## config.mk

```make
export PLATFORM = sky130hd
export DESIGN_NAME = adc_ov_uv_monitor
export DESIGN_NICKNAME = d
export VERILOG_FILES = /design/src/rtl/adc_ov_uv_monitor.sv
export SDC_FILE = /design/constraint.sdc
export NUM_CORES = 1
export LEC_CHECK = 0
export BUFFER_PORTS_ARGS = -buffer_cell sky130_fd_sc_hd__buf_2
export CORE_ASPECT_RATIO = 0.9
export CORE_MARGIN = 3
export CORE_UTILIZATION = 54
export CTS_BUF_LIST = sky130_fd_sc_hd__clkbuf_16
export CTS_CLUSTER_SIZE = 16
export DETAILED_ROUTE_END_ITERATION = 10
export PLACE_DENSITY = 0.8
export RECOVER_POWER = 50
export SLEW_MARGIN = 40
export SYNTH_ARGS = -nofsm -noshare
export SYNTH_HDL_FRONTEND = slang
export SYNTH_SLANG_ARGS = --single-unit
```

## constraint.sdc

```tcl
create_clock -name clk -period 2.77 [get_ports clk]
set_input_delay 0 -clock clk [delete_from_list [all_inputs] [get_ports clk]]
set_output_delay 0 -clock clk [all_outputs]
set_load 0.02 [all_outputs]
```

## src/rtl/adc_ov_uv_monitor.sv

```systemverilog
// ---------------------------------------------------------------------------
// adc_ov_uv_monitor
//
// Drives a serial ADC (cs_n / adclk / ad_in), assembles each NBITS-wide
// conversion result MSB first, and debounces over- and under-voltage flags
// against fixed thresholds with hysteresis on the clear side.
//
// Ports:
//   clk        in   system clock
//   rst_n      in   synchronous active-low reset
//   en         in   enable continuous sampling
//   ad_in      in   ADC serial data (MSB first)
//   adclk      out  ADC serial clock (only toggles while cs_n is low)
//   cs_n       out  ADC chip select, active low
//   sample     out  last completed conversion
//   sample_vld out  one-cycle pulse when sample updates
//   ov         out  debounced over-voltage flag
//   uv         out  debounced under-voltage flag
// ---------------------------------------------------------------------------
module adc_ov_uv_monitor #(
  parameter int CLK_DIV  = 4,
  parameter int NBITS    = 8,
  parameter int CONV_CYC = 20,
  parameter int OV_TH    = 200,
  parameter int UV_TH    = 50,
  parameter int HYST     = 4,
  parameter int CONFIRM  = 3
) (
  input  logic             clk,
  input  logic             rst_n,
  input  logic             en,
  input  logic             ad_in,
  output logic             adclk,
  output logic             cs_n,
  output logic [NBITS-1:0] sample,
  output logic             sample_vld,
  output logic             ov,
  output logic             uv
);

  typedef enum logic [2:0] {
    ST_IDLE  = 3'd0,
    ST_SETUP = 3'd1,
    ST_HI    = 3'd2,
    ST_LO    = 3'd3,
    ST_CONV  = 3'd4
  } state_t;

  localparam int MAX_CYC = (CLK_DIV > CONV_CYC) ? CLK_DIV : CONV_CYC;
  localparam int CNT_W   = $clog2(MAX_CYC + 1);
  localparam int BIT_W   = (NBITS > 1) ? $clog2(NBITS) : 1;
  localparam int TH_W    = NBITS + 1;

  localparam logic [CNT_W-1:0] DIV_LAST  = CNT_W'(CLK_DIV - 1);
  localparam logic [CNT_W-1:0] CONV_LAST = CNT_W'(CONV_CYC - 1);
  localparam logic [BIT_W-1:0] BIT_LAST  = BIT_W'(NBITS - 1);
  localparam logic [3:0]       CONF_LAST = 4'(CONFIRM - 1);

  // Thresholds carry one extra bit so the hysteresis offsets never wrap;
  // the OV clear level is clamped at zero instead of underflowing.
  localparam logic [TH_W-1:0] OV_SET_TH = TH_W'(OV_TH);
  localparam logic [TH_W-1:0] OV_CLR_TH = TH_W'((OV_TH > HYST) ? (OV_TH - HYST) : 0);
  localparam logic [TH_W-1:0] UV_SET_TH = TH_W'(UV_TH);
  localparam logic [TH_W-1:0] UV_CLR_TH = TH_W'(UV_TH + HYST);

  state_t             state_r, state_nxt_s;
  logic [CNT_W-1:0]   div_cnt_r, div_cnt_nxt_s;
  logic [BIT_W-1:0]   bit_cnt_r, bit_cnt_nxt_s;
  logic [NBITS-1:0]   shift_r;
  logic               shift_en_s;
  logic               capture_s;
  logic               cs_n_r, adclk_r, sample_vld_r;
  logic [NBITS-1:0]   sample_r;
  logic               ov_r, uv_r;
  logic [3:0]         ov_set_cnt_r, ov_clr_cnt_r, uv_set_cnt_r, uv_clr_cnt_r;
  logic [TH_W-1:0]    sample_ext_s;
  logic               ov_hit_s, ov_clr_hit_s, uv_hit_s, uv_clr_hit_s;

  assign cs_n       = cs_n_r;
  assign adclk      = adclk_r;
  assign sample     = sample_r;
  assign sample_vld = sample_vld_r;
  assign ov         = ov_r;
  assign uv         = uv_r;

  assign sample_ext_s = {1'b0, sample_r};
  assign ov_hit_s     = (sample_ext_s > OV_SET_TH);
  assign ov_clr_hit_s = (sample_ext_s < OV_CLR_TH);
  assign uv_hit_s     = (sample_ext_s < UV_SET_TH);
  assign uv_clr_hit_s = (sample_ext_s > UV_CLR_TH);

  // Frame sequencer: next state, phase counter, bit counter and strobes.
  always_comb begin
    state_nxt_s   = state_r;
    div_cnt_nxt_s = div_cnt_r;
    bit_cnt_nxt_s = bit_cnt_r;
    shift_en_s    = 1'b0;
    capture_s     = 1'b0;
    case (state_r)
      ST_IDLE: begin
        div_cnt_nxt_s = {CNT_W{1'b0}};
        bit_cnt_nxt_s = {BIT_W{1'b0}};
        if (en) begin
          state_nxt_s = ST_SETUP;
        end else begin
          state_nxt_s = ST_IDLE;
        end
      end
      ST_SETUP: begin
        if (div_cnt_r == DIV_LAST) begin
          state_nxt_s   = ST_HI;
          div_cnt_nxt_s = {CNT_W{1'b0}};
        end else begin
          div_cnt_nxt_s = div_cnt_r + CNT_W'(1);
        end
      end
      ST_HI: begin
        if (div_cnt_r == DIV_LAST) begin
          // Sample ad_in on the edge that drops adclk.
          shift_en_s    = 1'b1;
          state_nxt_s   = ST_LO;
          div_cnt_nxt_s = {CNT_W{1'b0}};
        end else begin
          div_cnt_nxt_s = div_cnt_r + CNT_W'(1);
        end
      end
      ST_LO: begin
        if (div_cnt_r == DIV_LAST) begin
          div_cnt_nxt_s = {CNT_W{1'b0}};
          if (bit_cnt_r == BIT_LAST) begin
            state_nxt_s   = ST_CONV;
            bit_cnt_nxt_s = {BIT_W{1'b0}};
            capture_s     = 1'b1;
          end else begin
            state_nxt_s   = ST_HI;
            bit_cnt_nxt_s = bit_cnt_r + BIT_W'(1);
          end
        end else begin
          div_cnt_nxt_s = div_cnt_r + CNT_W'(1);
        end
      end
      ST_CONV: begin
        if (div_cnt_r == CONV_LAST) begin
          div_cnt_nxt_s = {CNT_W{1'b0}};
          if (en) begin
            state_nxt_s = ST_SETUP;
          end else begin
            state_nxt_s = ST_IDLE;
          end
        end else begin
          div_cnt_nxt_s = div_cnt_r + CNT_W'(1);
        end
      end
      default: begin
        state_nxt_s   = ST_IDLE;
        div_cnt_nxt_s = {CNT_W{1'b0}};
        bit_cnt_nxt_s = {BIT_W{1'b0}};
      end
    endcase
  end

  // Sequencer registers plus registered ADC pins and captured sample.
  always_ff @(posedge clk) begin
    if (!rst_n) begin
      state_r      <= ST_IDLE;
      div_cnt_r    <= {CNT_W{1'b0}};
      bit_cnt_r    <= {BIT_W{1'b0}};
      shift_r      <= {NBITS{1'b0}};
      cs_n_r       <= 1'b1;
      adclk_r      <= 1'b0;
      sample_r     <= {NBITS{1'b0}};
      sample_vld_r <= 1'b0;
    end else begin
      state_r   <= state_nxt_s;
      div_cnt_r <= div_cnt_nxt_s;
      bit_cnt_r <= bit_cnt_nxt_s;
      if (shift_en_s) begin
        shift_r <= {shift_r[NBITS-2:0], ad_in};
      end
      // Pins are decoded from the next state so they change on the same
      // edge as the state itself.
      cs_n_r       <= (state_nxt_s == ST_IDLE) || (state_nxt_s == ST_CONV);
      adclk_r      <= (state_nxt_s == ST_HI);
      sample_vld_r <= capture_s;
      if (capture_s) begin
        sample_r <= shift_r;
      end
    end
  end

  // Over-voltage debounce, evaluated once per new sample.
  always_ff @(posedge clk) begin
    if (!rst_n) begin
      ov_r         <= 1'b0;
      ov_set_cnt_r <= 4'd0;
      ov_clr_cnt_r <= 4'd0;
    end else if (sample_vld_r) begin
      if (!ov_r) begin
        ov_clr_cnt_r <= 4'd0;
        if (!ov_hit_s) begin
          ov_set_cnt_r <= 4'd0;
        end else if (ov_set_cnt_r == CONF_LAST) begin
          ov_r         <= 1'b1;
          ov_set_cnt_r <= 4'd0;
        end else begin
          ov_set_cnt_r <= ov_set_cnt_r + 4'd1;
        end
      end else begin
        ov_set_cnt_r <= 4'd0;
        if (!ov_clr_hit_s) begin
          ov_clr_cnt_r <= 4'd0;
        end else if (ov_clr_cnt_r == CONF_LAST) begin
          ov_r         <= 1'b0;
          ov_clr_cnt_r <= 4'd0;
        end else begin
          ov_clr_cnt_r <= ov_clr_cnt_r + 4'd1;
        end
      end
    end
  end

  // Under-voltage debounce, same scheme with the comparisons mirrored.
  always_ff @(posedge clk) begin
    if (!rst_n) begin
      uv_r         <= 1'b0;
      uv_set_cnt_r <= 4'd0;
      uv_clr_cnt_r <= 4'd0;
    end else if (sample_vld_r) begin
      if (!uv_r) begin
        uv_clr_cnt_r <= 4'd0;
        if (!uv_hit_s) begin
          uv_set_cnt_r <= 4'd0;
        end else if (uv_set_cnt_r == CONF_LAST) begin
          uv_r         <= 1'b1;
          uv_set_cnt_r <= 4'd0;
        end else begin
          uv_set_cnt_r <= uv_set_cnt_r + 4'd1;
        end
      end else begin
        uv_set_cnt_r <= 4'd0;
        if (!uv_clr_hit_s) begin
          uv_clr_cnt_r <= 4'd0;
        end else if (uv_clr_cnt_r == CONF_LAST) begin
          uv_r         <= 1'b0;
          uv_clr_cnt_r <= 4'd0;
        end else begin
          uv_clr_cnt_r <= uv_clr_cnt_r + 4'd1;
        end
      end
    end
  end

endmodule

```

Yosys cells after proc, flatten, opt, wreduce, memory -nomap -nowiden:

Cells that the tools add are included.

* equal/unequal tests: 14
* order comparisons: 4
* bitwise operators: 1
* add/subtract/negate cells: 6
* reduce and logical (&&, ||, !) cells: 6
* mux-type cells: 40

Operator list (count)
* $mux 4: 12
* $mux 3: 7
* $add 4x1->4 const B: 4
* $eq 4x2->1 const B: 4
* $mux 1: 16
* $pmux 3 s5: 1
* $mux 5: 2
* $pmux 5 s2: 1
* $eq 3x2->1 const B: 3
* $eq 3x3->1 const B: 3
* $gt 8x6->1 const B: 1
* $gt 8x8->1 const B: 1
* $lt 8x6->1 const B: 1
* $lt 8x8->1 const B: 1
* $logic_not 3->1: 2
* $pmux 3 s2: 1
* $reduce_or 3->1: 2
* $add 5x1->5 const B: 1
* $eq 5x2->1 const B: 1
* $eq 5x5->1 const B: 1
* $add 3x1->3 const B: 1
* $eq 3x1->1 const B: 1
* $ne 2x2->1 const B: 1
* $reduce_and 2->1: 1
* other kinds (2): 2

* input bits: 4
* bits in registers: 48
* output and inout bits: 13
* logic and storage cells: 85

Logic depth before layout (Yosys ltp):

Gate-level depths: netlist (run 1).

* word-level depth: 6
* gate-level depth with buffers: 6
* depth with buffers taken out: 6

Least setup slack after synthesis (run 1):

OpenSTA, ideal clock, no wires.

* path kind: flip-flop to flip-flop
* start point: register div_cnt_r[0]
* end point: register sample_r[7], in the netlist sample[7]
* stages on the path, launching flop included: 7
* data arrival time: 1475 ps
* path buffers: 1
* path slack: 1167 ps
* setup time: 128 ps
* required time: 2642 ps
* clock period less this slack: 1603 ps
* cells stage by stage: dfxtp_1 ha_1 nor4b_4 nand4_1 buf_4 mux2i_1 nor2_1

* longest elaborated chain between the ends: 3

Ends and longest elaborated chain
* start, declared: RTL line 67 `logic [CNT_W-1:0] div_cnt_r, div_cnt_nxt_s;`
* start signal, assigned: RTL line 166 `div_cnt_r <= {CNT_W{1'b0}};`
* start signal, assigned: RTL line 175 `div_cnt_r <= div_cnt_nxt_s;`
* $eq 5x2->1: RTL line 128 `if (div_cnt_r == DIV_LAST) begin`
* $mux 1: RTL line 128
* $mux 1: RTL line 99 `case (state_r)`
* end signal, assigned: RTL line 171 `sample_r <= {NBITS{1'b0}};`
* end signal, assigned: RTL line 186 `sample_r <= shift_r;`
* end, declared: RTL line 73 `logic [NBITS-1:0] sample_r;`

Every way passes these cells.
A chain may end at the register's enable or synchronous reset.

Worst setup path in the final report (run 1):

* start point: register div_cnt_r[0]
* end point: register sample_r[6], in the netlist sample[6]

Same word-level chain as after synthesis.

==> results of run 1 <==
-- repair_timing --
action | in CTS | in global routing
setup buffers | 0 | 0
endpoints found under the setup margin | 0 | 0
gates resized for setup | 0 | 0
endpoints found under the hold margin | 1 | 0
hold buffers | 1 | 0
-- layer usage --
metal / share of wire / up-vias / GRT usage
li1: - / 944 / -
met1: 0.48 / 844 / 0.259
met2: 0.46 / 41 / 0.311
met3: 0.047 / 5 / 0.0372
met4: 0.012 / 0 / 0.0600
met5: 0 / - / 0
-- logic make-up (layout without fill, tap and decap cells) --
| kind of cell | count (synthesis) | in the layout | synth area share |
|---|---|---|---|
| and+or+nand+nor | 115 | 115 | 0.271 |
| adders and majority gates | 11 | 11 | 0.0602 |
| buffers and inverters | 18 | 33 | 0.0323 |
| xor gates and xnor gates | 3 | 3 | 0.0115 |
| muxes | 20 | 20 | 0.0875 |
| DFF | 48 | 48 | 0.420 |
| AOI/OAI and AO/OA | 41 | 41 | 0.117 |
-- worst max path at each step --
stage / from / end / slack [ns] / cells after the start
after CTS: div_cnt_r[0] / sample[6] / 0.53 / 5
after floorplan: div_cnt_r[0] / sample[7] / 1.17 / 6
after detailed placement: div_cnt_r[0] / sample[6] / 0.55 / 5
final: div_cnt_r[0] / sample[6] / 0.55 / 5
after global placement: div_cnt_r[0] / sample[3] / 0.64 / 5
after global routing: div_cnt_r[0] / sample[2] / 0.33 / 5
-- report_power, final --
group	total (mW)	switching, mW	internal, mW
combinational	0.0407	0.0264	0.0143
sequential	0.700	0.00563	0.695
clock	0.697	0.268	0.429
-- registers in the layout, indices dropped and copies added, names as in the netlist, 3 cells and up --
signal,count
sample,8
shift_r,8
div_cnt_r,5
ov_clr_cnt_r,4
ov_set_cnt_r,4
uv_clr_cnt_r,4
uv_set_cnt_r,4
bit_cnt_r,3
state_r,3
-- metrics by stage --
stage          setup slack, ns  hold WS, ns  cell area, sq um  std cells   util
2_1_floorplan             1.17        0.144              2290        256      -
3_3_place_gp             0.635        0.237              2380        308  0.613
3_5_place_dp             0.549        0.248              2380        308  0.613
4_1_cts                  0.529        0.128              2570        317  0.660
5_1_grt                  0.327        0.138              2540        317  0.654
6_report                 0.546        0.132              2540        317  0.654
-- Yosys cell counts, drive strengths merged (2+ instances only) --
library cell and instances:
a211o 3, a21oi 13, a22oi 2, a31o 2
and2 2, and3 2, and4 2, buf 3
clkbuf 8, dfxtp 48, ha 11, inv 6
mux2i 20, nand2 26, nand2b 2, nand3 12
nand3b 2, nand4b 5, nor2 37, nor2b 4
nor3 4, nor3b 3, nor4 5, nor4b 3
o21ai 10, or2 2, xnor2 2
-- worst max-delay path, delay by kind of cell, from the launching register on --
family	cells	cell delay (ns)
DFF	1	0.35
muxes	1	0.35
and+or+nand+nor	3	1.13
adders and majority gates	1	0.28
-- final cells by class --
cell class / instances / area (sq um)
clock buffers: 5 / 125
clock inverters: 3 / 46.3
fillers: 330 / 1350
inverters: 7 / 26.3
multi-input cells: 190 / 1250
flip-flops and latches: 48 / 961
well taps: 46 / 57.6
repair buffers: 18 / 81.3
==> summary.txt, run 1 <==
Clock tree
  • Root buffer cell: clkbuf_16
  • H-tree depth: 2
  • Longest Clk Path Bufs: 2
  • Clock Latency Late Sink: 0.28 ns
  • CTS clk-pin slew, worst paths: 0.07 ns
  • Num CTS Buffers: 5
  • CTS Sinks: 48
  • CTS tree: yes

Synth
  • Area contributors post-synth: dfxtp_1, mux2i_1, nor2_1, ha_1, nand2_1
  • Yosys top cell by area: dfxtp_1
  • Mapped Cells: roughly 260
  • Cell area after synthesis: 0.00229 sq mm
  • #FFs+latches synth: 48
  • EDFF count, synth: 0
  • Number of distinct library cells after synthesis: 50
  • Mapped Nets: 271
  • Yosys top cell area share: 0.420
  • Dominant synthesized flop cell: dfxtp_1
  • Register area share after synthesis: 0.420
  • Post-synth ARST share: 0
  • Yosys Warn Count: 0
  • Syn_area_per_cell: 8.93 sq um

Die
  • Core area: 0.00389 sq mm
  • Initial Utilization: 0.588
  • Chip height: 67.7 microns
  • Site row count: 21
  • Ports: 17
  • Die area: 0.00505 sq mm
  • Die W: 74.6 microns

Routing
  • Final ANT Viol Nets: 0
  • Via density: 5.79
  • DR DRC count: 0
  • DRT Pass-1 Iters: 4
  • Final WL: 4350 microns
  • 1st-iter DRT viols: roughly 110
  • DR WL/cell: 13.7 microns
  • Vias: 1834

Setup path
  • Worst Path Class, Setup: flip-flop to flip-flop
  • Maximum fanout along the worst path: 10
  • Flop2flop setup slack: about 0.55 ns
  • Crit. End Element: flip-flop
  • Slowest-stage cell, CP: nand4_1
  • R2R Path End: sample[6]
  • Critical Path Start Type: flip-flop
  • Worst-case reg-to-reg path depth: 5
  • Worst path cell trace: ha_1, nor4b_4, nand4_1, mux2i_1, nor2_1
  • Max stage delay on crit path: approximately 0.63 ns
  • Data arrival time of the worst path: 2.40 ns
  • Reg2reg start: div_cnt_r[0]
  • Worst EP required: 2.95 ns

Run status
  • Outcome: completed

STA
  • Worst-Margin Slew: 0.666 ns
  • RSZ-0062 raised after global routing: false
  • Final Max Tran Viols: 0
  • Post-route setup TNS: 0 ns
  • Worst relative slew slack: 0.555
  • Min Clock Period, post-route: 2.22 ns
  • Fmax: 450 MHz
  • Setup violations, final: 0
  • Fin crit share: 0.803
  • Final count of hold timing violations: 0
  • Clock Skews: 0.00382 ns

Placed design
  • Port bufs: 16
  • Detailed-placement wirelength estimate: 3030 microns
  • GPL Wtd Cong: 0.782

Power and ir drop
  • Tot Pwr: 1.44 mW
  • Pwr dens: between 500 and 600 mW/mm^2
  • Maximum VDD drop: 0.378 mV
  • Static Leak: around 1.1 nW

Final layout
  • Ant diodes: 0
  • Synthesis-to-finish area growth: 11.2%
  • Commonest non-fill, non-tap cell in the layout: dfxtp_1
  • # nets final: 285
  • Most frequent cells in the layout: dfxtp_1, nor2_1, nand2_1, mux2i_1
  • Layout cells sized above 1: 0.0627

Run
  • Max Cap Viol: 0

Global routing
  • First-pass GRT wire length: approximately 7600 microns
  • Initial antenna violation count: 0
  • GRT Total Usage: 0.193
  • Largest net degree at the start of global routing: 21
  • GR Overflow Total: 0
  • Vias in the first global route: 1674

Worst hold path
  • Hold Path Class: primary input to flip-flop
  • Hold Path Depth: 3
  • Hold endpoint: div_cnt_r[4]
  • Worst Min Path Start: rst_n
No activity file was read; power rests on OpenSTA's default activity.
==> run 2, diff against run 1 <==
--- a/config.mk
+++ b/config.mk
@@ -8,11 +8,11 @@
 export BUFFER_PORTS_ARGS = -buffer_cell sky130_fd_sc_hd__buf_2
 export CORE_ASPECT_RATIO = 0.9
 export CORE_MARGIN = 3
-export CORE_UTILIZATION = 54
+export CORE_UTILIZATION = 53
 export CTS_BUF_LIST = sky130_fd_sc_hd__clkbuf_16
 export CTS_CLUSTER_SIZE = 16
 export DETAILED_ROUTE_END_ITERATION = 10
-export PLACE_DENSITY = 0.8
+export PLACE_DENSITY = 0.81
 export RECOVER_POWER = 50
 export SLEW_MARGIN = 40
 export SYNTH_ARGS = -nofsm -noshare
==> constraint.sdc (replaced) <==
create_clock -name clk -period 2.04 [get_ports clk]
set_input_delay 0 -clock clk [delete_from_list [all_inputs] [get_ports clk]]
set_output_delay 0 -clock clk [all_outputs]
set_load 0.02 [all_outputs]
==> summary.txt, run 2 (same netlist as run 1, synthesis figures left out) <==
Run status
  • Outcome: completed (unchanged)

Final layout
  • Most frequent cells in the layout: dfxtp_1, nor2_1, nand2_1, mux2i_1 (unchanged)
  • Layout cells sized above 1: 0.0696 (was 0.0627)
  • Synthesis-to-finish area growth: 12.0% (was 11.2%)
  • Final Cell Area: 0.00256 sq mm (was 0.00254 sq mm)
  • Ant diodes: 0 (unchanged)
  • Commonest non-fill, non-tap cell in the layout: dfxtp_1 (unchanged)
  • # nets final: 287 (was 285)

Clock tree
  • Num CTS Buffers: 5 (unchanged)
  • CTS tree: yes (unchanged)
  • Root buffer cell: clkbuf_16 (unchanged)
  • CTS Sinks: 48 (unchanged)
  • CTS clk-pin slew, worst paths: 0.07 ns (about the same)
  • H-tree depth: 2 (unchanged)
  • Post-cts sizing count: 0 (unchanged)
  • Longest Clk Path Bufs: 2 (unchanged)
  • Clock Latency Late Sink: 0.29 ns (was 0.28 ns)

STA
  • RSZ-0062 raised after global routing: false (unchanged)
  • Post-route setup TNS: 0 ns (unchanged)
  • Clock Skews: 0.00523 ns (was 0.00382 ns)
  • Fmax: 551 MHz (was 450 MHz)
  • Fin crit share: 0.889 (was 0.803)
  • Worst-Margin Slew: 0.630 ns (was 0.666 ns)
  • Min Clock Period, post-route: 1.81 ns (was 2.22 ns)
  • Final Max Tran Viols: 0 (unchanged)
  • Final count of hold timing violations: 0 (unchanged)
  • Worst relative slew slack: 0.574 (was 0.555)
  • Setup violations, final: 0 (unchanged)

Routing
  • Vias: 1838 (was 1834)
  • DRT Pass-1 Iters: 4 (unchanged)
  • Final ANT Viol Nets: 0 (unchanged)
  • Final WL: 4190 microns (was 4350 microns)
  • 1st-iter DRT viols: 108 (was 113)
  • Via density: 5.73 (was 5.79)
  • DR DRC count: 0 (unchanged)
  • DR WL/cell: 13.1 microns (was 13.7 microns)

Power and ir drop
  • Switching share of power: 0.206 (was 0.208)
  • Pwr dens: 760 mW/mm^2 (was 565 mW/mm^2)
  • Maximum VDD drop: 0.566 mV (was 0.378 mV)
  • Internal Pwr Total: 1.55 mW (was 1.14 mW)
  • Switch Pwr: 0.401 mW (was 0.300 mW)
  • Clk pwr share: 0.482 (was 0.485)
  • Part of the power in combinational logic: 0.029 (was 0.028)
  • Static Leak: 1.07 nW (about the same)
  • Seq pwr share: 0.488 (was 0.487)

Run
  • Max Cap Viol: 0 (unchanged)

Setup path
  • Maximum fanout along the worst path: 10 (unchanged)
  • Worst EP required: 2.22 ns (was 2.95 ns)
  • Crit. End Element: flip-flop (unchanged)
  • Worst Path Class, Setup: flip-flop to flip-flop (unchanged)
  • Critical Path Start Type: flip-flop (unchanged)
  • Data arrival time of the worst path: 1.99 ns (was 2.40 ns)

Die
  • Die area: 0.00514 sq mm (was 0.00505 sq mm)
  • Chip height: 68.3 microns (was 67.7 microns)
  • Ports: 17 (unchanged)
  • Core area: 0.00413 sq mm (was 0.00389 sq mm)
  • Initial Utilization: 0.554 (was 0.588)
  • Die W: 75.2 microns (was 74.6 microns)
  • Site row count: 22 (was 21)

Global routing
  • Vias in the first global route: 1670 (was 1674)
  • First-pass GRT wire length: 7330 microns (was 7600 microns)
  • GR Overflow Total: 0 (unchanged)
  • Largest net degree at the start of global routing: 21 (unchanged)
  • GRT Total Usage: 0.185 (was 0.193)
  • Initial antenna violation count: 0 (unchanged)

Worst hold path
  • Hold Path Class: primary input to flip-flop (unchanged)

Placed design
  • GPL Wtd Cong: 0.806 (was 0.782)
  • Port bufs: 16 (unchanged)
  • Detailed-placement wirelength estimate: 2980 microns (was 3030 microns)
  • Placement Cell Area: 0.00240 sq mm (was 0.00238 sq mm)
-- run 2: worst max-delay path, cell delays in order (launching register included) --
cell and delay, ns:
dfxtp_1 0.35, ha_1 0.28, nor4b_4 0.46, nand4_1 0.17
buf_4 0.22, mux2i_1 0.16, nor2_1 0.06
-- run 2: cell type report --
type / instances / area (sq um)
clock buffers: 5 / 125
flip-flops and latches: 48 / 961
fillers: 360 / 1570
clock inverters: 3 / 46.3
inverters: 7 / 26.3
repair buffers: 20 / 96.3
multi-input cells: 190 / 1250
well taps: 48 / 60.1
-- run 2: power by group through the flow --
| stage | registers (mW) | logic [mW] | clock network, mW |
|---|---|---|---|
| after CTS | 0.951 | 0.0583 | 0.961 |
| after global routing | 0.951 | 0.0638 | 0.996 |
| final | 0.951 | 0.0571 | 0.939 |
| after floorplan | 0.970 | 0.0415 | 0 |
| after detailed placement | 0.972 | 0.0564 | 0 |
| after global placement | 0.972 | 0.0553 | 0 |
-- run 2: timing repair --
item / 4_1_cts / 5_1_grt
buffers inserted: 0 / 0
endpoints found under the hold margin: 1 / 0
setup endpoints to repair: 0 / 0
hold buffers: 1 / 0
-- run 2: path summary, 6_finish.rpt --
check                     from           end  slack, ns  cells past startpoint
setup reg to reg  div_cnt_r[0]     sample[5]       0.23                      6
hold reg to reg   div_cnt_r[0]  div_cnt_r[0]       0.45                      1
hold / removal           rst_n  div_cnt_r[4]       0.13                      3
setup / recovery  div_cnt_r[0]     sample[5]       0.23                      6
-- run 2: metal layers --
layer  vias to the layer above  global-route usage  wire length [microns]
li1                        935                   -                      -
met3                         6              0.0499                    166
met1                       855               0.235                   1990
met5                         -                   0                      0
met4                         0              0.0590                     61
met2                        42               0.305                   1980
-- run 2: stage by stage --
step | hold WS, ns | power, mW | setup WS [ns] | instances | utilization
after floorplan | 0.144 | 1.01 | 0.437 | 256 | -
after global placement | 0.231 | 1.03 | 0.344 | 312 | 0.582
after detailed placement | 0.239 | 1.03 | 0.244 | 312 | 0.582
after CTS | 0.128 | 1.97 | 0.210 | 321 | 0.626
after global routing | 0.155 | 2.01 | 0.0407 | 321 | 0.620
final | 0.129 | 1.95 | 0.226 | 321 | 0.620
